$ cat config.mk
export PLATFORM = sky130hd
export DESIGN_NAME = alu_exec_unit
export DESIGN_NICKNAME = d
export VERILOG_FILES = /design/src/rtl/alu_exec_unit.sv
export SDC_FILE = /design/constraint.sdc
export NUM_CORES = 1
export LEC_CHECK = 0
export ABC_AREA = 1
export BUFFER_PORTS_ARGS = -buffer_cell sky130_fd_sc_hd__buf_2
export CORE_UTILIZATION = 68
export CTS_CLUSTER_SIZE = 14
export DETAILED_ROUTE_END_ITERATION = 10
export PLACE_DENSITY = 0.93
export REMOVE_ABC_BUFFERS = 1
export SETUP_SLACK_MARGIN = 0.2
export SLEW_MARGIN = 20
export SYNTH_ARGS = -nofsm -noshare
export SYNTH_HDL_FRONTEND = slang
export SYNTH_SLANG_ARGS = --single-unit
$ cat constraint.sdc
create_clock -name clk -period 2.1 [get_ports clk]
set_input_delay 0.21 -clock clk [delete_from_list [all_inputs] [get_ports clk]]
set_output_delay 0.21 -clock clk [all_outputs]
set_load 0.01 [all_outputs]
$ cat src/rtl/alu_exec_unit.sv
`default_nettype none
// +----------------------------------------------------------------------------+
// | Module   : alu_exec_unit                                                   |
// | Purpose  : Handshaked RISC-V execute unit. It decodes opcode/funct3/funct7,|
// |            computes the RV32I ALU result in one cycle and presents it      |
// |            through a registered valid/ready result stage.                  |
// |            With MULDIV_EN it also runs RV32M mul/div on an iterative       |
// |            shift-add / restoring engine that takes XLEN+1 cycles.          |
// | Ports    : clk, rst_n (async, active-low)                                  |
// |            in_valid/in_ready   : request handshake                         |
// |            opcode/funct3/funct7: instruction fields                        |
// |            op_a/op_b           : operands (rs1/PC, rs2/imm)                |
// |            out_valid/out_ready : result handshake                          |
// |            result/illegal      : result and unsupported-encoding flag      |
// |            busy                : iterative engine active                   |
// | Options  : MULDIV_EN - compiles in the M extension and the CALC state      |
// | Revision : 1.0 - initial release                                           |
// +----------------------------------------------------------------------------+
module alu_exec_unit #(
  parameter int XLEN = 32,
  parameter int SHW  = $clog2(XLEN)
) (
  input  logic            clk,
  input  logic            rst_n,
  input  logic            in_valid,
  output logic            in_ready,
  input  logic [6:0]      opcode,
  input  logic [2:0]      funct3,
  input  logic [6:0]      funct7,
  input  logic [XLEN-1:0] op_a,
  input  logic [XLEN-1:0] op_b,
  output logic            out_valid,
  input  logic            out_ready,
  output logic [XLEN-1:0] result,
  output logic            illegal,
  output logic            busy
);

  localparam logic [6:0] c_opc_op_imm = 7'b0010011;
  localparam logic [6:0] c_opc_op     = 7'b0110011;
  localparam logic [6:0] c_opc_branch = 7'b1100011;
  localparam logic [6:0] c_opc_jalr   = 7'b1100111;
  localparam logic [6:0] c_f7_base    = 7'b0000000;
  localparam logic [6:0] c_f7_alt     = 7'b0100000;
  localparam logic [6:0] c_f7_muldiv  = 7'b0000001;

  logic            w_accept;
  logic [SHW-1:0]  w_shamt;
  logic            w_alt_sel;
  logic [XLEN-1:0] w_base_res;
  logic [XLEN-1:0] w_alu_res;
  logic            w_alu_ill;
  logic            w_md_start;   // accepted request needs the iterative engine

  logic            out_valid_q, out_valid_d;
  logic [XLEN-1:0] result_q, result_d;
  logic            illegal_q, illegal_d;

  assign w_accept = in_valid && in_ready;
  assign w_shamt  = op_b[SHW-1:0];

  // OP uses funct7 as a whole; OP-IMM only looks at funct7[5] for the shift-right pair.
  assign w_alt_sel = (opcode == c_opc_op) ? (funct7 == c_f7_alt)
                                          : (funct7[5] && (funct3 == 3'b101));

  always_comb begin
    w_base_res = '0;
    case (funct3)
      3'b000:  w_base_res = w_alt_sel ? (op_a - op_b) : (op_a + op_b);
      3'b001:  w_base_res = op_a << w_shamt;
      3'b010:  w_base_res = {{(XLEN-1){1'b0}}, ($signed(op_a) < $signed(op_b))};
      3'b011:  w_base_res = {{(XLEN-1){1'b0}}, (op_a < op_b)};
      3'b100:  w_base_res = op_a ^ op_b;
      3'b101:  w_base_res = w_alt_sel ? XLEN'($signed(op_a) >>> w_shamt) : (op_a >> w_shamt);
      3'b110:  w_base_res = op_a | op_b;
      default: w_base_res = op_a & op_b;
    endcase
  end

`ifdef MULDIV_EN
  localparam logic [XLEN-1:0] c_most_neg = {1'b1, {(XLEN-1){1'b0}}};
`endif

  // Decode: single-cycle result, illegal flag, and whether the engine is needed.
  always_comb begin
    w_alu_res  = op_b;
    w_alu_ill  = 1'b0;
    w_md_start = 1'b0;
    case (opcode)
      c_opc_op_imm: w_alu_res = w_base_res;
      c_opc_op: begin
        if (funct7 == c_f7_base) begin
          w_alu_res = w_base_res;
        end else if (funct7 == c_f7_alt) begin
          if ((funct3 == 3'b000) || (funct3 == 3'b101)) begin
            w_alu_res = w_base_res;
          end else begin
            w_alu_res = '0;
            w_alu_ill = 1'b1;
          end
        end else if (funct7 == c_f7_muldiv) begin
`ifdef MULDIV_EN
          w_alu_res = '0;
          // Divide-by-zero and signed overflow resolve immediately.
          if (funct3[2] && (op_b == '0)) begin
            w_alu_res = funct3[1] ? op_a : '1;
          end else if (funct3[2] && !funct3[0] && (op_a == c_most_neg) && (op_b == '1)) begin
            w_alu_res = funct3[1] ? '0 : op_a;
          end else begin
            w_md_start = 1'b1;
          end
`else
          w_alu_res = '0;
          w_alu_ill = 1'b1;
`endif
        end else begin
          w_alu_res = '0;
          w_alu_ill = 1'b1;
        end
      end
      c_opc_branch: w_alu_res = op_a - op_b;
      c_opc_jalr:   w_alu_res = op_a + op_b;
      default:      w_alu_res = op_b;
    endcase
  end

`ifdef MULDIV_EN
  typedef enum logic [0:0] {
    IDLE = 1'b0,
    CALC = 1'b1
  } state_t;

  localparam logic [SHW:0] c_last_cnt = (SHW+1)'(XLEN);

  state_t          state_q, state_d;
  logic [SHW:0]    cnt_q, cnt_d;
  // Shared engine registers: multiply keeps {hi,lo} = partial product / multiplier,
  // divide keeps hi = partial remainder, lo = dividend shifting into quotient.
  logic [XLEN-1:0] acc_hi_q, acc_hi_d;
  logic [XLEN-1:0] acc_lo_q, acc_lo_d;
  logic [XLEN-1:0] opnd_q, opnd_d;
  logic            md_div_q, md_div_d;
  logic            hi_sel_q, hi_sel_d;
  logic            neg_q, neg_d;

  logic            w_a_neg, w_b_neg;
  logic [XLEN-1:0] w_a_mag, w_b_mag;
  logic [XLEN:0]   w_mul_sum, w_div_shift, w_div_trial;
  logic [2*XLEN-1:0] w_prod_fix;
  logic [XLEN-1:0] w_quo_fix, w_rem_fix, w_md_res;
  logic            w_calc_done;

  // Engine works on magnitudes; signs are reapplied in the fixup cycle.
  assign w_a_neg = op_a[XLEN-1] && ((funct3 == 3'b001) || (funct3 == 3'b010) ||
                                    (funct3 == 3'b100) || (funct3 == 3'b110));
  assign w_b_neg = op_b[XLEN-1] && ((funct3 == 3'b001) || (funct3 == 3'b100) ||
                                    (funct3 == 3'b110));
  assign w_a_mag = w_a_neg ? -op_a : op_a;
  assign w_b_mag = w_b_neg ? -op_b : op_b;

  assign w_mul_sum   = {1'b0, acc_hi_q} + (acc_lo_q[0] ? {1'b0, opnd_q} : '0);
  assign w_div_shift = {acc_hi_q, acc_lo_q[XLEN-1]};
  assign w_div_trial = w_div_shift - {1'b0, opnd_q};
  assign w_calc_done = (state_q == CALC) && (cnt_q == c_last_cnt);

  always_comb begin
    w_prod_fix = neg_q ? -{acc_hi_q, acc_lo_q} : {acc_hi_q, acc_lo_q};
    w_quo_fix  = neg_q ? -acc_lo_q : acc_lo_q;
    w_rem_fix  = neg_q ? -acc_hi_q : acc_hi_q;
    if (md_div_q) begin
      w_md_res = hi_sel_q ? w_rem_fix : w_quo_fix;
    end else begin
      w_md_res = hi_sel_q ? w_prod_fix[2*XLEN-1:XLEN] : w_prod_fix[XLEN-1:0];
    end
  end

  always_comb begin
    state_d  = state_q;
    cnt_d    = cnt_q;
    acc_hi_d = acc_hi_q;
    acc_lo_d = acc_lo_q;
    opnd_d   = opnd_q;
    md_div_d = md_div_q;
    hi_sel_d = hi_sel_q;
    neg_d    = neg_q;
    case (state_q)
      IDLE: begin
        if (w_accept && w_md_start) begin
          state_d  = CALC;
          cnt_d    = '0;
          acc_hi_d = '0;
          md_div_d = funct3[2];
          hi_sel_d = funct3[2] ? funct3[1] : (funct3 != 3'b000);
          if (funct3[2]) begin
            acc_lo_d = w_a_mag;
            opnd_d   = w_b_mag;
            neg_d    = funct3[1] ? w_a_neg : (w_a_neg ^ w_b_neg);
          end else begin
            acc_lo_d = w_b_mag;
            opnd_d   = w_a_mag;
            neg_d    = w_a_neg ^ w_b_neg;
          end
        end
      end
      CALC: begin
        if (w_calc_done) begin
          state_d = IDLE;
        end else begin
          cnt_d = cnt_q + 1'b1;
          if (md_div_q) begin
            if (!w_div_trial[XLEN]) begin
              acc_hi_d = w_div_trial[XLEN-1:0];
              acc_lo_d = {acc_lo_q[XLEN-2:0], 1'b1};
            end else begin
              acc_hi_d = w_div_shift[XLEN-1:0];
              acc_lo_d = {acc_lo_q[XLEN-2:0], 1'b0};
            end
          end else begin
            acc_hi_d = w_mul_sum[XLEN:1];
            acc_lo_d = {w_mul_sum[0], acc_lo_q[XLEN-1:1]};
          end
        end
      end
      default: state_d = IDLE;
    endcase
  end

  always_ff @(posedge clk or negedge rst_n) begin
    if (!rst_n) begin
      state_q  <= IDLE;
      cnt_q    <= '0;
      acc_hi_q <= '0;
      acc_lo_q <= '0;
      opnd_q   <= '0;
      md_div_q <= 1'b0;
      hi_sel_q <= 1'b0;
      neg_q    <= 1'b0;
    end else begin
      state_q  <= state_d;
      cnt_q    <= cnt_d;
      acc_hi_q <= acc_hi_d;
      acc_lo_q <= acc_lo_d;
      opnd_q   <= opnd_d;
      md_div_q <= md_div_d;
      hi_sel_q <= hi_sel_d;
      neg_q    <= neg_d;
    end
  end

  assign in_ready = (state_q == IDLE) && (!out_valid_q || out_ready);
  assign busy     = (state_q == CALC);
`else
  assign in_ready = !out_valid_q || out_ready;
  assign busy     = 1'b0;
`endif

  // Result register: holds until taken; a new load on the draining edge wins.
  always_comb begin
    out_valid_d = out_valid_q && !out_ready;
    result_d    = result_q;
    illegal_d   = illegal_q;
    if (w_accept && !w_md_start) begin
      out_valid_d = 1'b1;
      result_d    = w_alu_res;
      illegal_d   = w_alu_ill;
    end
`ifdef MULDIV_EN
    if (w_calc_done) begin
      out_valid_d = 1'b1;
      result_d    = w_md_res;
      illegal_d   = 1'b0;
    end
`endif
  end

  always_ff @(posedge clk or negedge rst_n) begin
    if (!rst_n) begin
      out_valid_q <= 1'b0;
      result_q    <= '0;
      illegal_q   <= 1'b0;
    end else begin
      out_valid_q <= out_valid_d;
      result_q    <= result_d;
      illegal_q   <= illegal_d;
    end
  end

  assign out_valid = out_valid_q;
  assign result    = result_q;
  assign illegal   = illegal_q;

endmodule
`default_nettype wire
==> results of run 1 <==
[cell usage after synthesis, types with 2 or more instances]
library cell / count
sky130_fd_sc_hd__clkbuf_1: 34
sky130_fd_sc_hd__and2_1: 9
sky130_fd_sc_hd__nor2_1: 162
sky130_fd_sc_hd__o21bai_1: 7
sky130_fd_sc_hd__inv_2: 11
sky130_fd_sc_hd__nor4_1: 2
sky130_fd_sc_hd__nand3_1: 403
sky130_fd_sc_hd__buf_1: 19
sky130_fd_sc_hd__o221ai_1: 6
sky130_fd_sc_hd__fa_1: 2
sky130_fd_sc_hd__xor2_1: 20
sky130_fd_sc_hd__or2_1: 2
sky130_fd_sc_hd__buf_4: 15
sky130_fd_sc_hd__xnor2_1: 3
sky130_fd_sc_hd__o21a_1: 7
sky130_fd_sc_hd__buf_6: 6
sky130_fd_sc_hd__o221a_2: 5
sky130_fd_sc_hd__ha_1: 97
sky130_fd_sc_hd__nand3b_1: 9
sky130_fd_sc_hd__nand2_1: 920
sky130_fd_sc_hd__o31ai_1: 2
sky130_fd_sc_hd__o211ai_1: 21
sky130_fd_sc_hd__nor3_1: 31
sky130_fd_sc_hd__nor2_2: 4
sky130_fd_sc_hd__o22ai_1: 3
sky130_fd_sc_hd__or2_2: 2
sky130_fd_sc_hd__buf_2: 65
sky130_fd_sc_hd__o21ai_1: 12
sky130_fd_sc_hd__dfrtp_1: 34
sky130_fd_sc_hd__nand4_1: 15
sky130_fd_sc_hd__inv_1: 362
sky130_fd_sc_hd__and3_1: 2
sky130_fd_sc_hd__nor3_2: 2
sky130_fd_sc_hd__a211oi_1: 10
sky130_fd_sc_hd__a21oi_1: 175
sky130_fd_sc_hd__nand3_2: 3
sky130_fd_sc_hd__o21ai_0: 80
[through the flow]
stage                     worst slack (ns)  util (%)
after floorplan                    -0.8348         -
after detailed placement           -0.4965     85.88
after global placement             -0.3722     85.88
[cells by family after synthesis]
family	after synthesis
AO/OA/AOI/OAI	331
XOR/XNOR	23
adder cells (fa/ha/maj)	99
buffers and inverters	514
flip-flops	34
multiplexers	1
other	1
AND/OR/NAND/NOR	1570
==> run summary, run 1 <==
* **Num CTS Buffers** 5
* **combinational family with the most area after synthesis** simple AND/OR/NAND/NOR gates
* **weighted congestion reported at the end of routability-driven placement** 1.231
* **fraction of the mapped netlist area in simple logic gates** 51.36%
* **result of the run** stopped before the end
* **multiplexer share of the synthesized area** 0.07759%
* **total number of placement rows** 50
* **die span in y** 139.7 um
* **Post-synth top flop** sky130_fd_sc_hd__dfrtp_1
* **average size of a mapped cell** 5.014 sq um
* **last flow stage reached** clock tree synthesis
* **Die X-Extent** 139.7 um
* **half-perimeter wire length of the detailed placement result** 51.83 mm
* **YS warnings** 0
* **async set-reset flop share out of synthesis** 100.0%
* **Post-synth EDFFs** 0
* **maximum clock insertion buffer count** 2
* **library cell used as clock root buffer** sky130_fd_sc_hd__clkbuf_16
* **parity-gate share of the synthesized area counting xor and xnor cells** 1.561%
* **Yosys top cell by area** sky130_fd_sc_hd__nand2_1
* **synthesized cell area** 12900 sq um
* **Initial Utilization** 69.20%
* **Synth Area in Compound Gates** 14.27%
* **cells resized by post-CTS repair** 460
* **Adder-Cell Fraction of Synth Area** 9.718%
* **post-placement cell area** 16010 sq um
* **hold buffer count at CTS** 1
* **Post-CTS Setup Repair Bufs** 32
* **Area contributors post-synth** sky130_fd_sc_hd__nand2_1, sky130_fd_sc_hd__nand3_1, sky130_fd_sc_hd__inv_1
* **error that halted the flow** [ERROR DPL-0033] detailed placement checks failed during check placement.
* **io pins** 121
* **number of storage elements in the synthesis netlist** 34
* **cells after synthesis** 2573
* **number of placed instances, taps included** 3146
* **number of buffers added on ports** 119
* **top-area cell type share of the netlist area** 26.77%
* **clock sink count** 34
* **number of distinct library cells after synthesis** 48
* **Seq/Total Area, Yosys** 6.595%
* **total number of H-tree levels** 2
==> run 2: changes to the inputs <==
CORE_UTILIZATION = 40   (was 68)
CTS_CLUSTER_SIZE = not set   (was 14)
PLACE_DENSITY = not set   (was 0.93)
PLACE_DENSITY_LB_ADDON = 0.15   (was not set)
SETUP_SLACK_MARGIN = not set   (was 0.2)
==> run 2 against run 1 <==
The run now ends clean; area after synthesis unchanged; synthesized cell count unchanged.
==> run summary, run 2 <==
* **footprint of the flip-flops and latches** 850.8 sq um
* **Fillers** 3370
* **final number of setup-violating endpoints** 0
* **Std-Cell Core Area** 31640 sq um
* **Wirelength per Cell** 20.90 um
* **Die X-Extent** 181.6 um
* **half-perimeter wire length of the detailed placement result** 56.60 mm
* **static leakage power** 10.33 nW
* **clock sink count** 34
* **number of nets in the finished design** 3212
* **clock insertion delay at the later pin of the skew report** 0.31 ns
* **average size of a mapped cell** 5.014 sq um
* **cells after synthesis** 2573
* **required arrival time at the worst endpoint** 2.30 ns
* **count of antenna-violating nets left after detailed routing** 0
* **post-placement cell area** 16980 sq um
* **overall power** 6.446 mW
* **area added between synthesis and finish** 40.75%
* **leading cell type by number of instances after synthesis** sky130_fd_sc_hd__nand2_1
* **Initial Utilization** 40.78%
* **total number of H-tree levels** 2
* **fraction of final layout cells sized beyond drive strength 1** 26.64%
* **Hold/Removal Path Class** in -> reg
* **Yosys top cell by area** sky130_fd_sc_hd__nand2_1
* **number of buffers added on ports** 119
* **weighted congestion reported at the end of routability-driven placement** 1.052
* **worst voltage drop across the vdd grid** 0.0002737 V
* **maximum clock insertion buffer count** 2
* **total number of placement rows** 65
* **critical path fanouts, max** 5
* **dominant delay contributor by cell family on the critical path** simple AND/OR/NAND/NOR gates
* **met2 routed wirelength** 30.63 mm
* **power density normalized to cell area** 355.0 nW/um^2
* **Vias** 19170
* **aggregate global routing overflow** 0
* **most common cell after layout, fill and taps aside** sky130_fd_sc_hd__nand2_1
* **YS warnings** 0
* **buffers plus inverters on the worst setup path** 3
* **Seq/Total Area, Yosys** 6.595%
* **DRT Pass-1 Iters** 8
* **unrepaired setup endpoints after global routing** true
* **synthesized cell area** 12900 sq um
* **maximum number of pins on one net before global-route repair** 73
* **Post-synth top flop** sky130_fd_sc_hd__dfrtp_1
* **peak per-stage delay on the critical path** 0.36 ns
* **number of flip-flops under the largest register name** 32
* **Worst R2R Start** out_valid$_DFF_PN0_
* **path type of the worst setup path** in -> reg
* **number of antenna violations at the first check in global routing** 0
* **total wire length after detailed routing** 71.70 mm
* **DR top layer** met4
* **clock-pin transition on the worst setup and hold timing paths** 0.07 ns
* **Post-synth EDFFs** 0
* **HP Start** in_valid
* **top-area cell type share of the netlist area** 26.77%
* **Num CTS Buffers** 5
* **multi-input combinational cell area** 10790 sq um
* **relative max-transition margin** 52.96%
* **routed wire length on met3** 7.066 mm
* **1st-iter DRT viols** 2198
* **Worst Tran Pin Value** 0.7056 ns
* **total DRC errors in the routed layout** 0
* **async set-reset flop share out of synthesis** 100.0%
* **sequence of cells on the critical path** clkbuf_4 -> buf_4 -> fa_2 -> nand3_1 -> nand3_2 -> nand2_2 -> nand2_2 -> buf_4 -> nand2_1 -> nand2_2 -> xor2_2 -> nor2_1 -> o21ai_1 -> nand2_1 -> nand2_2 -> nand2_1 -> nand2_1
* **launch point of the critical path** op_b[1]
* **Met1 Wirelength** 29.16 mm
* **via count of the first global-routing pass** 17240
* **min cycle time layout** 2.079 ns
* **crit path max-delay cell type** sky130_fd_sc_hd__fa_2
* **Area contributors post-synth** sky130_fd_sc_hd__nand2_1, sky130_fd_sc_hd__nand3_1, sky130_fd_sc_hd__inv_1
* **Final Hold Fails** 0
* **global-route wire length before repair** 103.0 mm
* **clock tree from TritonCTS** built
* **nature of the critical path endpoint** flop
* **final instance area** 18160 sq um
* **Period Utilization, post-route** 99.01%
* **data arrival time of the critical path** 2.28 ns
* **element type at the critical path start** input pin
* **library cell used as clock root buffer** sky130_fd_sc_hd__clkbuf_16
* **antenna diode count** 0
* **number of storage elements in the synthesis netlist** 34
* **die span in y** 181.6 um
* **area enclosed by the die boundary** 32970 sq um
* **all-layer global routing usage** 41.81%
* **f_max** 481.0 MHz
* **Post-synth top cells** sky130_fd_sc_hd__nand2_1, sky130_fd_sc_hd__nand3_1, sky130_fd_sc_hd__inv_1
* **drt via density** 5.586
* **number of distinct library cells after synthesis** 48
* **io pins** 121
* **most frequent cells in the layout** sky130_fd_sc_hd__nand2_1, sky130_fd_sc_hd__buf_4, sky130_fd_sc_hd__nand3_1
* **result of the run** finished clean
* **final-report max-slew violation count** 0
* **Setup Skew** 0.008359 ns
* **MaxCap Viol Count** 0
==> run 2: tightest hold or removal path, delay by kind of cell <==
family                 cells  cell delay (ns)
buffers and inverters      2             0.12
and+or+nand+nor            1             0.05
==> run 2: per-layer routing <==
layer	up-vias	GRT usage, %
met3	232	6.157
met4	0	23.49
li1	9077	-
met2	1188	65.40
met1	8670	54.87
met5	-	0
==> run 2: per-stage QoR <==
step	util [%]	setup TNS, ns	hold WS [ns]	instances	worst slack (ns)
global route	57.40	-0.3030	0.1286	3431	-0.04769
global placement	53.67	-10.33	0.2526	3415	-0.4968
CTS	54.50	0	0.09221	3424	0.003228
detailed placement	53.67	-11.60	0.2658	3415	-0.5109
floorplan	-	-26.62	-0.08559	2434	-0.8348
finish	57.40	0	0.1001	3431	0.02081
==> run 2: final cells by class <==
type	count	area share (%)
clock buffer	5	0.6890
timing repair buffer	586	24.30
multi-input combinational	2025	59.43
sequential	34	4.685
timing repair inverter	1	0.04823
clock inverter	3	0.2205
tap	402	2.770
inverter	375	7.862
==> run 2: where the power goes <==
group	switching (mW)	internal [mW]	total, mW
Combinational	2.81	1.89	4.70
Clock	0.389	0.559	0.947
Sequential	0.0593	0.742	0.801
Total	3.26	3.19	6.45
==> run 2: what timing repair did <==
item / in CTS / in global routing
buffers inserted: 0 / 6
cloned: 0 / 1
setup endpoints to repair: 22 / 32
hold endpoints to repair: 16 / 0
gates resized for setup: 26 / 227
hold buffers: 1 / 0
pin swaps: 1 / 36
==> run 2: final timing paths <==
path	slack, ns	to	cells past startpoint
worst max register to register	0.70	result[26]$_DFFE_PN0P_	8
max in group asynchronous	1.04	result[5]$_DFFE_PN0P_	3
worst max-delay path	0.02	result[16]$_DFFE_PN0P_	17
worst min-delay path	0.10	out_valid$_DFF_PN0_	3
min in group asynchronous	0.48	illegal$_DFFE_PN0P_	2
worst min register to register	0.47	result[17]$_DFFE_PN0P_	2
==> run 2: kinds of logic after synthesis <==
logic type | count (synthesis) | synth area share (%)
AOI/OAI and AO/OA | 331 | 14.27
xor gates and xnor gates | 23 | 1.561
adders and majority gates | 99 | 9.718
buffers and inverters | 514 | 16.39
DFF | 34 | 6.595
muxes | 1 | 0.07759
other | 1 | 0.02907
and+or+nand+nor | 1570 | 51.36
Note: power is estimated with default switching activity, not from simulation.
==> run 3: changes to the inputs <==
CORE_MARGIN = 2   (was not set)
GPL_TIMING_DRIVEN = 0   (was not set)
==> run 3 against run 2 <==
Die area grew 2.2%; sequential power shrank 2%; global-route usage shrank 4.1 points; largest power group unchanged; highest routed layer unchanged; sequential share of layout area grew 0.57 points; critical endpoint is now result[28]$_DFFE_PN0P_.
==> run summary, run 3 (same netlist as run 2, synthesis figures left out) <==
* **result of the run** finished clean
* **aggregate global routing overflow** 0
* **via count of the first global-routing pass** 15780
* **area enclosed by the die boundary** 33710 sq um
* **path depth of the worst reg2reg path** 6
* **most common cell after layout, fill and taps aside** sky130_fd_sc_hd__nand2_1
* **Std-Cell Core Area** 31640 sq um
* **number of antenna violations at the first check in global routing** 1
* **Vias** 17800
* **final standard cell utilization of the core** 51.16%
* **half-perimeter wire length of the detailed placement result** 47.46 mm
* **data arrival time of the critical path** 2.29 ns
* **Fillers** 3474
* **total wire length after detailed routing** 66.83 mm
* **clock sink count** 34
* **all-layer global routing usage** 37.76%
* **relative max-transition margin** 32.69%
* **Hold/Removal Path Class** in -> async
* **final-report max-slew violation count** 0
* **Worst Tran Pin Value** 1.002 ns
* **clock-pin transition on the worst setup and hold timing paths** 0.06 ns
* **number of buffers added on ports** 119
* **hold buffer count at CTS** 0
* **Wirelength per Cell** 21.82 um
* **Non-Filler Instances** 3063
* **total DRC errors in the routed layout** 0
* **total number of H-tree levels** 2
* **worst voltage drop across the vdd grid** 0.0003169 V
* **total number of placement rows** 65
* **MaxCap Viol Count** 0
* **Final Hold Fails** 0
* **critical path fanouts, max** 26
* **most frequent cells in the layout** sky130_fd_sc_hd__nand2_1, sky130_fd_sc_hd__nand3_1, sky130_fd_sc_hd__inv_1
* **maximum clock insertion buffer count** 2
* **setup slack at placement** -2.146 ns
* **element type at the critical path start** input pin
* **die span in y** 183.6 um
* **io pins** 121
* **Initial Utilization** 40.78%
* **Worst Slack Setup Final** 0.002014 ns
* **Die X-Extent** 183.6 um
* **count of antenna-violating nets left after detailed routing** 0
* **required arrival time at the worst endpoint** 2.29 ns
* **Period Utilization, post-route** 99.90%
* **power density normalized to cell area** 358.9 nW/um^2
* **fraction of final layout cells sized beyond drive strength 1** 19.43%
* **unrepaired setup endpoints after global routing** true
* **number of nets in the finished design** 2844
* **nature of the critical path endpoint** flop
* **1st-iter DRT viols** 2348
* **global-route wire length before repair** 95.97 mm
* **Num CTS Buffers** 5
* **maximum number of pins on one net before global-route repair** 40
* **number of flip-flops under the largest register name** 32
* **weighted congestion reported at the end of routability-driven placement** 1.025
* **Setup Skew** 0.009447 ns
* **antenna diode count** 0
* **min cycle time layout** 2.098 ns
* **clock tree from TritonCTS** built
* **Sum Neg Setup Slack** 0 ns
* **DRT Pass-1 Iters** 6
* **number of placed instances, taps included** 2964
* **clock insertion delay at the later pin of the skew report** 0.31 ns
* **library cell used as clock root buffer** sky130_fd_sc_hd__clkbuf_16
* **static leakage power** 8.813 nW
* **drt via density** 5.810
* **path type of the worst setup path** in -> reg
* **hold_ws** 0.005151 ns
* **f_max** 476.6 MHz
* **final number of setup-violating endpoints** 0
* **area added between synthesis and finish** 25.45%
[run 3: through the flow]
stage	cell area, sq um	total power [mW]
2_1_floorplan	12200	2.853
5_1_grt	16180	6.184
6_report	16180	5.808
4_1_cts	14840	5.324
3_3_place_gp	13300	3.999
3_5_place_dp	13500	4.042
[run 3: timing repair]
action / CTS / global route
resized for setup: 189 / 232
pin swaps: 21 / 66
cloned: 11 / 8
setup buffers: 14 / 58
setup endpoints to repair: 33 / 32
[run 3: area by class of cell]
cell class / count / area [sq um] / area share, %
Multi-Input combinational cell: 2028 / 11270 / 69.63
Timing Repair Buffer: 208 / 1764 / 10.90
Inverter: 375 / 1559 / 9.633
Sequential cell: 34 / 850.8 / 5.257
Tap cell: 402 / 503.0 / 3.108
Clock buffer: 7 / 132.6 / 0.8195
Timing Repair inverter: 8 / 75.07 / 0.4639
Clock inverter: 1 / 30.03 / 0.1855
[run 3: worst paths after layout]
check | to | from | slack (ns)
setup / recovery | result[28]$_DFFE_PN0P_ | op_b[0] | 0.002
hold / removal | result[0]$_DFFE_PN0P_ | rst_n | 0.005
setup reg to reg | result[0]$_DFFE_PN0P_ | out_valid$_DFF_PN0_ | 0.44
hold reg to reg | result[2]$_DFFE_PN0P_ | result[2]$_DFFE_PN0P_ | 0.47
max in group asynchronous | result[26]$_DFFE_PN0P_ | rst_n | 1.49
min in group clk | out_valid$_DFF_PN0_ | in_valid | 0.14
[run 3: routing by layer]
layer	up-vias	part of all wire, %	global-route usage, %
met1	8022	40	48.35
met3	231	11	7.865
met5	-	0	0
li1	8393	-	-
met4	0	6.7	20.38
met2	1149	42	59.29
[run 3: power breakdown]
group          switching, mW  internal [mW]
clock network          0.349          0.563
logic                   2.71           1.40
registers             0.0415          0.742
[run 3: critical path, stage by stage]
cell and delay [ns]:
sky130_fd_sc_hd__buf_16 0.15, sky130_fd_sc_hd__ha_4 0.19, sky130_fd_sc_hd__fa_2 0.41, sky130_fd_sc_hd__inv_1 0.11, sky130_fd_sc_hd__nand2_1 0.10, sky130_fd_sc_hd__nand3_4 0.11, sky130_fd_sc_hd__nand2_2 0.07, sky130_fd_sc_hd__nand3_2 0.12
sky130_fd_sc_hd__nand2_1 0.12, sky130_fd_sc_hd__nand3_1 0.14, sky130_fd_sc_hd__a21oi_1 0.10, sky130_fd_sc_hd__nor3_2 0.18, sky130_fd_sc_hd__nand2_1 0.12, sky130_fd_sc_hd__nand2_1 0.08, sky130_fd_sc_hd__nand2_1 0.05
